`src/rtl/fifo_word_packer.sv`:
```
// Drains a byte FIFO and packs NUM_BYTES bytes little-endian into one word on a valid/ready port.
// A flush request emits the partially filled word with byte enables.
module fifo_word_packer #(
   parameter int NUM_BYTES = 4
) (
   input  logic                   clk,
   input  logic                   rst,
   input  logic                   fifo_empty_i,
   output logic                   fifo_rd_en_o,
   input  logic [7:0]             fifo_data_i,
   input  logic                   flush_i,
   output logic                   word_valid_o,
   input  logic                   word_ready_i,
   output logic [8*NUM_BYTES-1:0] word_data_o,
   output logic [NUM_BYTES-1:0]   word_be_o,
   output logic                   busy_o
);

   localparam int W  = 8 * NUM_BYTES;
   localparam int CW = $clog2(NUM_BYTES + 1);
   localparam logic [CW:0] NB_W = (CW + 1)'(NUM_BYTES);

   typedef enum logic {
      S_FILL,
      S_OUT
   } state_t;

   state_t                r_state;
   logic [CW-1:0]         r_cnt;
   logic                  r_pend;
   logic                  r_flush_req;
   logic [W-1:0]          r_buf;
   logic [W-1:0]          r_word;
   logic [NUM_BYTES-1:0]  r_be;
   logic                  r_valid;

   logic [CW:0]           w_fill_sum;
   logic [W-1:0]          w_buf_cap;
   logic [NUM_BYTES-1:0]  w_part_be;
   logic                  w_last_cap;
   logic                  w_flush_go;
   logic                  w_hs;

   // Bytes already held plus the one in flight bound how many more pops fit in the word.
   assign w_fill_sum   = {1'b0, r_cnt} + {{CW{1'b0}}, r_pend};
   assign fifo_rd_en_o = (r_state == S_FILL) && !fifo_empty_i && !r_flush_req && (w_fill_sum < NB_W);

   assign w_last_cap = r_pend && (r_cnt == CW'(NUM_BYTES - 1));
   assign w_flush_go = (r_state == S_FILL) && r_flush_req && !r_pend;
   assign w_hs       = r_valid && word_ready_i;

   always_comb begin
      // NOTE: every combinational output gets a default first so no latch is inferred.
      w_buf_cap = r_buf;
      w_part_be = '0;
      for (int k = 0; k < NUM_BYTES; k++) begin
         if (r_pend && (r_cnt == CW'(k))) w_buf_cap[8*k +: 8] = fifo_data_i;
         if (r_cnt > CW'(k))              w_part_be[k] = 1'b1;
      end
   end

   // NOTE: sequential state uses non-blocking assignments; a later assignment to the same register overrides an earlier one.
   always_ff @(posedge clk or posedge rst) begin
      if (rst) begin
         r_state     <= S_FILL;
         r_cnt       <= '0;
         r_pend      <= 1'b0;
         r_flush_req <= 1'b0;
         r_buf       <= '0;
         r_word      <= '0;
         r_be        <= '0;
         r_valid     <= 1'b0;
      end else begin
         r_pend <= fifo_rd_en_o;
         if (flush_i) r_flush_req <= 1'b1;

         case (r_state)
            S_FILL: begin
               if (w_last_cap) begin
                  r_word  <= w_buf_cap;
                  r_be    <= '1;
                  r_valid <= 1'b1;
                  r_cnt   <= '0;
                  r_buf   <= '0;
                  r_state <= S_OUT;
               end else if (r_pend) begin
                  r_buf <= w_buf_cap;
                  r_cnt <= r_cnt + CW'(1);
               end else if (w_flush_go) begin
                  // A fresh flush arriving in the service cycle stays pending.
                  r_flush_req <= flush_i;
                  if (r_cnt != '0) begin
                     r_word  <= r_buf;
                     r_be    <= w_part_be;
                     r_valid <= 1'b1;
                     r_cnt   <= '0;
                     r_buf   <= '0;
                     r_state <= S_OUT;
                  end
               end
            end
            default: begin
               if (w_hs) begin
                  r_valid <= 1'b0;
                  r_be    <= '0;
                  r_state <= S_FILL;
               end
            end
         endcase
      end
   end

   assign word_valid_o = r_valid;
   assign word_data_o  = r_word;
   assign word_be_o    = r_be;
   assign busy_o       = (r_cnt != '0) || r_pend || r_valid || r_flush_req;

endmodule

```
`config.mk`:
```
export PLATFORM = sky130hd
export DESIGN_NAME = fifo_word_packer
export DESIGN_NICKNAME = d
export VERILOG_FILES = /design/src/rtl/fifo_word_packer.sv
export SDC_FILE = /design/constraint.sdc
export NUM_CORES = 1
export LEC_CHECK = 0
export ABC_CLOCK_PERIOD_IN_PS = 3100
export CAP_MARGIN = 30
export CORE_UTILIZATION = 45
export DETAILED_ROUTE_END_ITERATION = 16
export PLACE_DENSITY = 0.77
export RECOVER_POWER = 25
export SYNTH_ARGS = -nofsm -noshare
export SYNTH_HDL_FRONTEND = slang
export SYNTH_SLANG_ARGS = --single-unit
```
`constraint.sdc`:
```
create_clock -name clk -period 3.1 [get_ports clk]
set_clock_uncertainty 0.1 [all_clocks]
set_input_delay 0.62 -clock clk [delete_from_list [all_inputs] [get_ports clk]]
set_output_delay 0.62 -clock clk [all_outputs]
set_load 0.02 [all_outputs]
```
==> metrics.txt, run 1 <==
# TYPE chip_impl_metric gauge
chip_impl_metric{name="report.final.setup_viol",unit=""} 0
chip_impl_metric{name="finalCriticalPeriod",unit="ns"} 2.88
chip_impl_metric{name="clkSlewWorstSetupHoldPaths",unit="ns"} 0.07
chip_impl_info{name="dominantRegCellSynth",value="sky130_fd_sc_hd__dfrtp_1"} 1
chip_impl_metric{name="post_synthesis_share_of_cell_area_spent_on_full_adders_half_adders_and_majority_gates",unit=""} 0.0186
chip_impl_metric{name="detailedPlacementHpwl",unit="um"} 4960
chip_impl_metric{name="p_leak",unit="uW"} 0.00192
chip_impl_metric{name="r2r_slack",unit="ns"} 0.51
chip_impl_info{name="synth_top_family_by_area",value="compound AO/OA/AOI/OAI gates"} 1
chip_impl_metric{name="clk_path_buf_depth",unit=""} 2
chip_impl_metric{name="timing.fmax",unit="MHz"} 348
chip_impl_metric{name="portBuffers",unit=""} 51
chip_impl_metric{name="drt_first_pass_iters",unit=""} 4
chip_impl_metric{name="min_period_over_period",unit=""} 0.927
chip_impl_metric{name="fin_setup_tns",unit="ns"} 0
chip_impl_metric{name="ys_async_sr_fraction",unit=""} 1.00
chip_impl_info{name="mostFrequentLayoutCell",value="sky130_fd_sc_hd__dfrtp_1"} 1
chip_impl_metric{name="synth_simple_gate_area_frac",unit=""} 0.0988
chip_impl_info{name="netlist.top_cell.by_area",value="sky130_fd_sc_hd__dfrtp_1"} 1
chip_impl_metric{name="wirelength",unit="um"} 7220
chip_impl_metric{name="area.growth.synth_to_final",unit="%"} 26.6
chip_impl_metric{name="core_ar",unit="um2"} 7210
chip_impl_metric{name="grt_start_max_net_pins",unit=""} 38
chip_impl_metric{name="synthXorXnorAreaFrac",unit=""} 0
chip_impl_metric{name="drt_first_iter_violations",unit=""} 162
chip_impl_metric{name="initial_utilization",unit=""} 0.465
chip_impl_info{name="final_cell_mix",value="75 x sky130_fd_sc_hd__dfrtp_1, 49 x sky130_fd_sc_hd__clkdlybuf4s50_1, 33 x sky130_fd_sc_hd__nand2_1, 27 x sky130_fd_sc_hd__inv_1, 27 x sky130_fd_sc_hd__a22o_1"} 1
chip_impl_info{name="r2r_end",value="word_data_o[27]"} 1
chip_impl_metric{name="vias_per_cell",unit=""} 5.34
chip_impl_info{name="grt_setup_unrepaired",value="false"} 1
chip_impl_metric{name="postSynthRegisterBits",unit=""} 75
chip_impl_metric{name="timing.final.max_slew_violations",unit=""} 0
chip_impl_metric{name="pwr_density_cell",unit="nW/um2"} 825
chip_impl_metric{name="worst_r2r_path_depth",unit=""} 6
chip_impl_metric{name="routed_wire_length_per_instance",unit="um"} 15.8
chip_impl_metric{name="synth-seq-area-share",unit=""} 0.559
chip_impl_metric{name="fp-row-count",unit=""} 31
chip_impl_metric{name="post-layout-total-power",unit="uW"} 3500
chip_impl_metric{name="gp_routability_congestion",unit=""} 0.891
chip_impl_metric{name="synth.cell_area",unit="um2"} 3350
chip_impl_info{name="clock_tree_from_tritoncts",value="built"} 1
chip_impl_metric{name="cts_hold_buf",unit=""} 0
chip_impl_metric{name="yosys-mux-area-fraction",unit=""} 0.106
chip_impl_metric{name="critPathArrivalTime",unit="ns"} 2.16
chip_impl_metric{name="syn_inst",unit=""} 298
chip_impl_metric{name="max_cap_violations",unit=""} 0
chip_impl_metric{name="vias_in_the_first_global_route",unit=""} 2353
chip_impl_metric{name="die_width",unit="um"} 88.3
chip_impl_metric{name="insertion_delay",unit="ns"} 0.35
chip_impl_info{name="worstHoldPathType",value="flop to flop"} 1
chip_impl_metric{name="routed-via-count",unit=""} 2445
chip_impl_info{name="synth.top_cells.by_area",value="sky130_fd_sc_hd__dfrtp_1 56%, sky130_fd_sc_hd__a22o_1 7.0%, sky130_fd_sc_hd__mux2i_1 6.3%, sky130_fd_sc_hd__o22ai_1 3.9%, sky130_fd_sc_hd__nand2_1 3.7%"} 1
chip_impl_info{name="worst_hold_endpoint",value="word_be_o[0]"} 1
chip_impl_metric{name="worstPathMaxFanout",unit=""} 2
chip_impl_metric{name="relSlewSlack",unit=""} 0.398
chip_impl_metric{name="worstHoldPathCells",unit=""} 1
chip_impl_info{name="status",value="finished clean"} 1
chip_impl_metric{name="grt_antenna_before_repair",unit=""} 0
chip_impl_metric{name="worst_max_slew_pin_slew",unit="ns"} 0.902
chip_impl_metric{name="count_of_synthesis_stage_warnings_from_yosys",unit=""} 0
chip_impl_info{name="root_buffer",value="sky130_fd_sc_hd__clkbuf_8"} 1
chip_impl_info{name="timing.setup.critical_path_class",value="input port to output pin"} 1
chip_impl_metric{name="post_synth.cell_area_avg",unit="um2"} 11.3
chip_impl_info{name="r2r_start",value="r_cnt[0]"} 1
chip_impl_info{name="hold_wc_startpoint",value="word_be_o[0]"} 1
chip_impl_metric{name="post_route_cells_drive_above_1_share",unit=""} 0.0947
chip_impl_metric{name="drcViolationCount",unit=""} 0
chip_impl_info{name="startpoint_type",value="input port"} 1
chip_impl_metric{name="max-vdd-ir-drop",unit="uV"} 401
chip_impl_info{name="cp-end-kind",value="output pin"} 1
chip_impl_metric{name="insertedDiodeCount",unit=""} 0
chip_impl_metric{name="worst_path_required_time",unit="ns"} 2.38
chip_impl_metric{name="synth_fp_nets",unit=""} 316
chip_impl_metric{name="cts_buffers",unit=""} 9
chip_impl_metric{name="grt.total_usage",unit=""} 0.200
chip_impl_metric{name="top_level_ports",unit=""} 52
chip_impl_metric{name="final-hold-violation-count",unit=""} 0
chip_impl_metric{name="cts_repair_resize_count",unit=""} 0
chip_impl_metric{name="synth-edff-count",unit=""} 0
chip_impl_metric{name="first_pass_grt_wire_length",unit="um"} 11800
chip_impl_metric{name="postRouteAntennaNets",unit=""} 0
chip_impl_metric{name="nets",unit=""} 372
chip_impl_metric{name="clk_sinks",unit=""} 75
chip_impl_metric{name="cts_setup_buffers",unit=""} 0
chip_impl_metric{name="synth-compound-area-share",unit=""} 0.164
chip_impl_metric{name="synthDominantCellAreaShare",unit=""} 0.559
chip_impl_metric{name="chipHeight",unit="um"} 88.3
chip_impl_metric{name="yosysUniqueCellTypes",unit=""} 31
chip_impl_metric{name="grt-ovfl-total",unit=""} 0
chip_impl_metric{name="die_area",unit="um2"} 7800
chip_impl_metric{name="cts.htree.levels",unit=""} 3
[cell usage after synthesis, types with 3 or more instances]
cell type,instances
sky130_fd_sc_hd__nand4bb_1,3
sky130_fd_sc_hd__clkbuf_1,4
sky130_fd_sc_hd__o22ai_1,21
sky130_fd_sc_hd__a22o_1,27
sky130_fd_sc_hd__nand3_1,4
sky130_fd_sc_hd__mux2_4,6
sky130_fd_sc_hd__nand2_1,33
sky130_fd_sc_hd__buf_2,3
sky130_fd_sc_hd__mux2i_1,21
sky130_fd_sc_hd__a21oi_1,9
sky130_fd_sc_hd__nor2b_1,8
sky130_fd_sc_hd__buf_4,3
sky130_fd_sc_hd__nor2_1,12
sky130_fd_sc_hd__o21ai_0,11
sky130_fd_sc_hd__nand2b_1,4
sky130_fd_sc_hd__inv_1,27
sky130_fd_sc_hd__ha_1,5
sky130_fd_sc_hd__mux2_2,5
sky130_fd_sc_hd__dfrtp_1,75
[worst max-delay path, cell delays in order]
cell and delay, ns:
sky130_fd_sc_hd__dlygate4sd3_1 0.54, sky130_fd_sc_hd__nor2_1 0.09, sky130_fd_sc_hd__nand2_1 0.06, sky130_fd_sc_hd__a31oi_1 0.20, sky130_fd_sc_hd__clkdlybuf4s50_1 0.64
[layout make-up]
class | count | area [um2]
clock inverter | 4 | 120
sequential | 75 | 1880
clock buffer | 12 | 155
tap | 99 | 124
timing repair buffer | 57 | 566
inverter | 27 | 101
fill | 621 | 2970
multi-input combinational | 184 | 1300
[stage by stage]
stage	instance area (um2)	utilization	hold WS [ns]	std cells	setup WS (ns)
after floorplan	3350	-	0.364	298	0.470
after global placement	3990	0.552	0.377	442	0.428
after detailed placement	3990	0.552	0.380	442	0.346
after CTS	4260	0.591	0.396	458	0.338
after global routing	4250	0.588	0.412	458	0.165
final	4250	0.588	0.390	458	0.225
[worst max path at each step]
stage / start / to / slack (ns) / depth (start not counted)
global placement: fifo_empty_i / fifo_rd_en_o / 0.43 / 5
global route: fifo_empty_i / fifo_rd_en_o / 0.16 / 5
CTS: fifo_empty_i / fifo_rd_en_o / 0.34 / 5
detailed placement: fifo_empty_i / fifo_rd_en_o / 0.35 / 5
finish: fifo_empty_i / fifo_rd_en_o / 0.22 / 5
floorplan: rst / r_buf[0] / 0.47 / 1
[flip-flops by register name (all words and copies together), names as in the netlist]
register,count
r_flush_req,1
r_state,1
r_buf,32
word_valid_o,1
r_pend,1
r_cnt,3
word_data_o,32
word_be_o,4
[report_power, final]
part           internal [uW]  switching (uW)
Sequential              1210             169
Clock                    661             346
Combinational            535             587
Total                   2400            1100
[layer usage]
metal / track usage / vias up / wire length, um
met3: 0.0476 / 9 / 362
met1: 0.289 / 1204 / 3470
met5: 0 / - / 0
li1: - / 1165 / -
met2: 0.298 / 67 / 3280
met4: 0.0660 / 0 / 107
[logic make-up after synthesis]
family | Yosys count
AO/OA/AOI/OAI | 79
adder cells (fa/ha/maj) | 5
buffers and inverters | 39
flip-flops | 75
multiplexers | 32
AND/OR/NAND/NOR | 68
Note: power is estimated with default switching activity, not from simulation.
==> run 2, diff against run 1 <==
CORE_MARGIN = 2   (was default)
PLACE_DENSITY = 0.72   (was 0.77)
==> run 2 against run 1 <==
  * The flow now finishes with violations (max-capacitance violations, max-slew violations)
  * Utilization shrank 1.1 points
  * Wire length rose by 4.0%
  * Non-clock buffer count increased by 1
  * Global-route usage fell by 0.23 points
  * Setup slack improved by 0.17 ns
  * Sequential power about the same
  * Critical path type unchanged
==> metrics.txt, run 2 (synthesis gave the netlist of run 1 again) <==
# TYPE chip_impl_metric gauge
chip_impl_metric{name="clk_sinks",unit=""} 75
chip_impl_info{name="timing.setup.critical_path_class",value="input port to output pin"} 1
chip_impl_metric{name="clk_path_buf_depth",unit=""} 2
chip_impl_metric{name="worstPathMaxFanout",unit=""} 2
chip_impl_metric{name="drcViolationCount",unit=""} 0
chip_impl_metric{name="die_area",unit="um2"} 8160
chip_impl_info{name="cp-end-kind",value="output pin"} 1
chip_impl_metric{name="critPathArrivalTime",unit="ns"} 1.99
chip_impl_info{name="clock_tree_from_tritoncts",value="built"} 1
chip_impl_metric{name="nets",unit=""} 373
chip_impl_metric{name="vias_per_cell",unit=""} 5.33
chip_impl_metric{name="detailedPlacementHpwl",unit="um"} 5130
chip_impl_info{name="path_cells",value="clkdlybuf4s50_1 -> nor2_1 -> nand2_1 -> a31oi_1 -> clkdlybuf4s50_1"} 1
chip_impl_metric{name="fp-row-count",unit=""} 31
chip_impl_info{name="root_buffer",value="sky130_fd_sc_hd__clkbuf_8"} 1
chip_impl_metric{name="cts_buffers",unit=""} 9
chip_impl_metric{name="timing.fmax",unit="MHz"} 370
chip_impl_metric{name="gp_routability_congestion",unit=""} 0.907
chip_impl_metric{name="timing.final.max_slew_violations",unit=""} 76
chip_impl_metric{name="worst_max_slew_pin_slew",unit="ns"} 1.80
chip_impl_info{name="startpoint_type",value="input port"} 1
chip_impl_metric{name="core_ar",unit="um2"} 7250
chip_impl_metric{name="finalCriticalPeriod",unit="ns"} 2.71
chip_impl_metric{name="clkSlewWorstSetupHoldPaths",unit="ns"} 0.08
chip_impl_info{name="status",value="complete, but fails checks"} 1
chip_impl_metric{name="max-vdd-ir-drop",unit="uV"} 352
chip_impl_metric{name="relSlewSlack",unit=""} -0.203
chip_impl_metric{name="cts_repair_resize_count",unit=""} 0
chip_impl_info{name="failed_checks",value="max-capacitance violations, max-slew violations"} 1
chip_impl_info{name="grt_setup_unrepaired",value="false"} 1
chip_impl_metric{name="portBuffers",unit=""} 51
chip_impl_metric{name="insertion_delay",unit="ns"} 0.35
chip_impl_metric{name="insertedDiodeCount",unit=""} 0
chip_impl_metric{name="worst_path_required_time",unit="ns"} 2.38
chip_impl_metric{name="critical_path_buf_inv_count",unit=""} 2
chip_impl_metric{name="initial_utilization",unit=""} 0.462
chip_impl_metric{name="first_pass_grt_wire_length",unit="um"} 12800
chip_impl_metric{name="p_leak",unit="uW"} 0.00189
chip_impl_metric{name="fin_setup_tns",unit="ns"} 0
chip_impl_info{name="mostFrequentLayoutCell",value="sky130_fd_sc_hd__dfrtp_1"} 1
chip_impl_metric{name="post_route_cells_drive_above_1_share",unit=""} 0.0972
chip_impl_metric{name="final-hold-violation-count",unit=""} 0
chip_impl_info{name="final_cell_mix",value="75 x sky130_fd_sc_hd__dfrtp_1, 50 x sky130_fd_sc_hd__clkdlybuf4s50_1, 33 x sky130_fd_sc_hd__nand2_1, 27 x sky130_fd_sc_hd__a22o_1, 26 x sky130_fd_sc_hd__inv_1"} 1
chip_impl_metric{name="min_period_over_period",unit=""} 0.873
chip_impl_metric{name="finish.cell_count_without_fillers",unit=""} 459
chip_impl_metric{name="seq_area",unit="um2"} 1880
chip_impl_metric{name="cts.htree.levels",unit=""} 3
chip_impl_metric{name="top_level_ports",unit=""} 52
chip_impl_metric{name="grt.total_usage",unit=""} 0.198
chip_impl_metric{name="post-layout-total-power",unit="uW"} 3290
chip_impl_info{name="critical_path.most_common_cell",value="sky130_fd_sc_hd__clkdlybuf4s50_1"} 1
chip_impl_metric{name="wirelength",unit="um"} 7520
chip_impl_metric{name="report.final.setup_viol",unit=""} 0
chip_impl_metric{name="grt_start_max_net_pins",unit=""} 76
chip_impl_metric{name="grt-ovfl-total",unit=""} 0
chip_impl_metric{name="cts_setup_buffers",unit=""} 0
chip_impl_metric{name="max_cap_violations",unit=""} 1
chip_impl_metric{name="routed_wire_length_per_instance",unit="um"} 16.4
chip_impl_metric{name="area.growth.synth_to_final",unit="%"} 24.9
chip_impl_metric{name="vias_in_the_first_global_route",unit=""} 2504
chip_impl_info{name="crit_family",value="buffers and inverters"} 1
chip_impl_metric{name="cts_hold_buf",unit=""} 0
chip_impl_metric{name="drt_first_iter_violations",unit=""} 167
chip_impl_metric{name="pwr_density_cell",unit="nW/um2"} 786
chip_impl_metric{name="multiInputGateArea",unit="um2"} 1300
chip_impl_metric{name="grt_antenna_before_repair",unit=""} 0
chip_impl_metric{name="placedCellCount",unit=""} 443
chip_impl_metric{name="routed-via-count",unit=""} 2446
chip_impl_metric{name="hold-worst-slack",unit="ns"} 0.392
chip_impl_metric{name="post-route-util",unit=""} 0.578
chip_impl_metric{name="die_width",unit="um"} 90.3
chip_impl_metric{name="postRouteAntennaNets",unit=""} 0
chip_impl_metric{name="nFillCells",unit=""} 622
chip_impl_metric{name="chipHeight",unit="um"} 90.3
chip_impl_info{name="crit_path_top_delay_cell",value="sky130_fd_sc_hd__clkdlybuf4s50_1"} 1
chip_impl_metric{name="critPathMaxStageDelay",unit="ns"} 0.63
chip_impl_metric{name="drt_first_pass_iters",unit=""} 4
chip_impl_info{name="worstHoldPathType",value="flop to flop"} 1
run 2: where the power goes:
| group | switching (uW) | leakage (uW) | internal [uW] |
|---|---|---|---|
| Combinational | 588 | 0.000767 | 536 |
| Sequential | 171 | 0.00102 | 1210 |
| Clock | 353 | 0.000110 | 440 |
| Total | 1110 | 0.00189 | 2180 |
run 2: worst register-to-register path: cells and delay by family, from the launching register on:
family,cells,cell delay [ns]
AOI/OAI and AO/OA,1,0.53
DFF,1,0.49
and+or+nand+nor,2,0.50
muxes,1,0.21
adders and majority gates,1,0.29
buffers and inverters,2,0.38
run 2: final timing paths:
| kind | startpoint | cells past startpoint | slack, ns | to |
|---|---|---|---|---|
| worst min-delay path | word_be_o[0] | 1 | 0.39 | word_be_o[0] |
| worst max-delay path | fifo_empty_i | 5 | 0.39 | fifo_rd_en_o |
| max in group asynchronous | rst | 3 | 0.59 | r_buf[29] |
| worst min register to register | word_be_o[0] | 1 | 0.39 | word_be_o[0] |
| worst max register to register | r_cnt[0] | 7 | 0.53 | word_data_o[14] |
| min in group asynchronous | rst | 3 | 1.24 | word_data_o[6] |
run 2: metrics by stage:
stage               setup slack (ns)  area (um2)
floorplan                      0.470        3350
global placement               0.421        3990
detailed placement             0.371        3990
CTS                            0.388        4210
global route                   0.193        4190
finish                         0.394        4190
run 2: layout make-up:
type                       instances  area share
clock inverter                     3      0.0105
multi-input combinational        184       0.311
sequential                        75       0.448
inverter                          27      0.0242
tap                               99      0.0296
clock buffer                      13      0.0403
timing repair buffer              58       0.137
run 2: metal layers:
metal  wire (um)  GRT usage
met1        3520      0.270
met2        3510      0.303
met4         184     0.0936
met5           0          0
met3         301     0.0426
==> run 3, diff against run 2 <==
CTS_CLUSTER_SIZE = 25   (was default)
GPL_TIMING_DRIVEN = 0   (was default)
==> run 3 against run 2 <==
  * The run now ends clean
  * Clock power decreased by 5.2%
  * Hold slack improved by 0.0036 ns
  * Total power decreased by 0.87%
  * Non-clock buffer count increased by 6
  * Setup slack got worse by 0.075 ns
  * Largest cell class unchanged
  * Highest routed layer unchanged
==> metrics.txt, run 3 (synthesis gave the netlist of run 1 again) <==
# TYPE chip_impl_metric gauge
chip_impl_metric{name="p_leak",unit="uW"} 0.00190
chip_impl_metric{name="area.growth.synth_to_final",unit="%"} 25.5
chip_impl_metric{name="initial_utilization",unit=""} 0.462
chip_impl_metric{name="max-vdd-ir-drop",unit="uV"} 365
chip_impl_metric{name="gp_routability_congestion",unit=""} 0.866
chip_impl_metric{name="nFillCells",unit=""} 642
chip_impl_info{name="cp-end-kind",value="output pin"} 1
chip_impl_metric{name="worst_max_slew_pin_slew",unit="ns"} 1.20
chip_impl_info{name="clock_tree_from_tritoncts",value="built"} 1
chip_impl_metric{name="vias_in_the_first_global_route",unit=""} 2578
chip_impl_metric{name="cts_setup_buffers",unit=""} 0
chip_impl_metric{name="top_level_ports",unit=""} 52
chip_impl_info{name="root_buffer",value="sky130_fd_sc_hd__clkbuf_8"} 1
chip_impl_metric{name="drt_first_iter_violations",unit=""} 166
chip_impl_metric{name="cts_repair_resize_count",unit=""} 0
chip_impl_info{name="timing.setup.critical_path_class",value="flop to output pin"} 1
chip_impl_metric{name="worstPathMaxFanout",unit=""} 10
chip_impl_metric{name="fp-row-count",unit=""} 31
chip_impl_info{name="startpoint_type",value="flop"} 1
chip_impl_info{name="grt_setup_unrepaired",value="false"} 1
chip_impl_metric{name="routed-via-count",unit=""} 2496
chip_impl_metric{name="vias_per_cell",unit=""} 5.37
chip_impl_metric{name="nets",unit=""} 379
chip_impl_metric{name="clkSlewWorstSetupHoldPaths",unit="ns"} 0.08
chip_impl_metric{name="routed_wire_length_per_instance",unit="um"} 16.5
chip_impl_metric{name="core_ar",unit="um2"} 7250
chip_impl_metric{name="postRouteAntennaNets",unit=""} 0
chip_impl_metric{name="critPathArrivalTime",unit="ns"} 2.06
chip_impl_metric{name="pwr_density_cell",unit="nW/um2"} 776
chip_impl_metric{name="die_width",unit="um"} 90.3
chip_impl_metric{name="chipHeight",unit="um"} 90.3
chip_impl_metric{name="wirelength",unit="um"} 7680
chip_impl_metric{name="clk_path_buf_depth",unit=""} 2
chip_impl_info{name="final_cell_mix",value="75 x sky130_fd_sc_hd__dfrtp_1, 50 x sky130_fd_sc_hd__clkdlybuf4s50_1, 33 x sky130_fd_sc_hd__nand2_1, 27 x sky130_fd_sc_hd__a22o_1, 26 x sky130_fd_sc_hd__inv_1"} 1
chip_impl_metric{name="finalCriticalPeriod",unit="ns"} 2.78
chip_impl_metric{name="r2r_slack",unit="ns"} 0.48
chip_impl_metric{name="post-route-util",unit=""} 0.580
chip_impl_metric{name="post_route_cells_drive_above_1_share",unit=""} 0.0984
chip_impl_metric{name="final-hold-violation-count",unit=""} 0
chip_impl_metric{name="relSlewSlack",unit=""} 0.197
chip_impl_info{name="worstHoldPathType",value="flop to flop"} 1
chip_impl_metric{name="grt_start_max_net_pins",unit=""} 51
chip_impl_metric{name="drcViolationCount",unit=""} 0
chip_impl_metric{name="max_cap_violations",unit=""} 0
chip_impl_metric{name="worst_path_required_time",unit="ns"} 2.38
chip_impl_metric{name="grt-ovfl-total",unit=""} 0
chip_impl_metric{name="portBuffers",unit=""} 51
chip_impl_metric{name="die_area",unit="um2"} 8160
chip_impl_metric{name="first_pass_grt_wire_length",unit="um"} 13000
chip_impl_metric{name="grt.total_usage",unit=""} 0.203
chip_impl_metric{name="report.final.setup_viol",unit=""} 0
chip_impl_metric{name="worstHoldPathCells",unit=""} 1
chip_impl_metric{name="timing.final.max_slew_violations",unit=""} 0
chip_impl_metric{name="insertedDiodeCount",unit=""} 0
chip_impl_metric{name="cts_buffers",unit=""} 9
chip_impl_info{name="mostFrequentLayoutCell",value="sky130_fd_sc_hd__dfrtp_1"} 1
chip_impl_metric{name="worst_r2r_path_depth",unit=""} 10
chip_impl_info{name="status",value="finished clean"} 1
chip_impl_metric{name="timing.fmax",unit="MHz"} 360
chip_impl_metric{name="insertion_delay",unit="ns"} 0.36
chip_impl_metric{name="cts.htree.levels",unit=""} 3
chip_impl_metric{name="grt_antenna_before_repair",unit=""} 0
chip_impl_metric{name="drt_first_pass_iters",unit=""} 6
chip_impl_metric{name="detailedPlacementHpwl",unit="um"} 5300
chip_impl_metric{name="post-layout-total-power",unit="uW"} 3270
chip_impl_metric{name="cts_hold_buf",unit=""} 0
chip_impl_metric{name="clk_sinks",unit=""} 75
chip_impl_metric{name="min_period_over_period",unit=""} 0.897
-- run 3: changes by cell type in the layout (fill, tap and decap cells not counted), moves of 2 or more --
cell                       change
sky130_fd_sc_hd__buf_6         +2
sky130_fd_sc_hd__clkbuf_1      +5
sky130_fd_sc_hd__clkinv_2      +2
sky130_fd_sc_hd__clkbuf_8      -2
sky130_fd_sc_hd__buf_2         +2
sky130_fd_sc_hd__buf_4         -2
-- run 3: power by group --
part / internal [uW] / total [uW] / leakage (uW) / switching [uW]
Clock: 390 / 752 / 0.0000991 / 362
Combinational: 542 / 1150 / 0.000783 / 608
Sequential: 1210 / 1360 / 0.00102 / 158
-- run 3: worst paths after layout --
| kind | from | end |
|---|---|---|
| hold / removal | word_be_o[0] | word_be_o[0] |
| setup reg to reg | r_cnt[2] | word_data_o[1] |
| hold reg to reg | word_be_o[0] | word_be_o[0] |
| min in group asynchronous | rst | r_buf[8] |
| max in group asynchronous | rst | r_buf[25] |
| setup / recovery | r_pend | busy_o |
-- run 3: critical path: stages, from the launching register on --
cell	delay, ns
sky130_fd_sc_hd__dfrtp_1	0.34
sky130_fd_sc_hd__buf_2	0.21
sky130_fd_sc_hd__clkbuf_1	0.38
sky130_fd_sc_hd__nor2_1	0.08
sky130_fd_sc_hd__nand3_1	0.09
sky130_fd_sc_hd__clkdlybuf4s50_1	0.60
-- run 3: area by class of cell --
| type | count | area [um2] | share of cell area |
|---|---|---|---|
| repair buffers | 52 | 538 | 0.128 |
| well taps | 99 | 124 | 0.0294 |
| multi-input cells | 184 | 1300 | 0.309 |
| clock buffers | 11 | 141 | 0.0336 |
| clock inverters | 5 | 52.6 | 0.0125 |
| plain buffers | 12 | 73.8 | 0.0175 |
| flip-flops and latches | 75 | 1880 | 0.446 |
| inverters | 27 | 103 | 0.0244 |
-- run 3: per-layer routing --
| layer | vias to the layer above | GRT usage | part of all wire |
|---|---|---|---|
| met4 | 0 | 0.0731 | 0.022 |
| met5 | - | 0 | 0 |
| met1 | 1254 | 0.283 | 0.47 |
| li1 | 1173 | - | - |
| met3 | 13 | 0.0434 | 0.043 |
| met2 | 56 | 0.316 | 0.46 |
-- run 3: metrics by stage --
step	TNS, ns	setup WS, ns	cell area (um2)	hold slack [ns]	cells
final	0	0.320	4210	0.395	465
after global routing	0	0.159	4210	0.415	465
after CTS	0	0.346	4210	0.404	465
after detailed placement	0	0.390	4020	0.383	449
after global placement	-52.48	-0.704	3990	0.373	448
after floorplan	0	0.470	3350	0.364	298
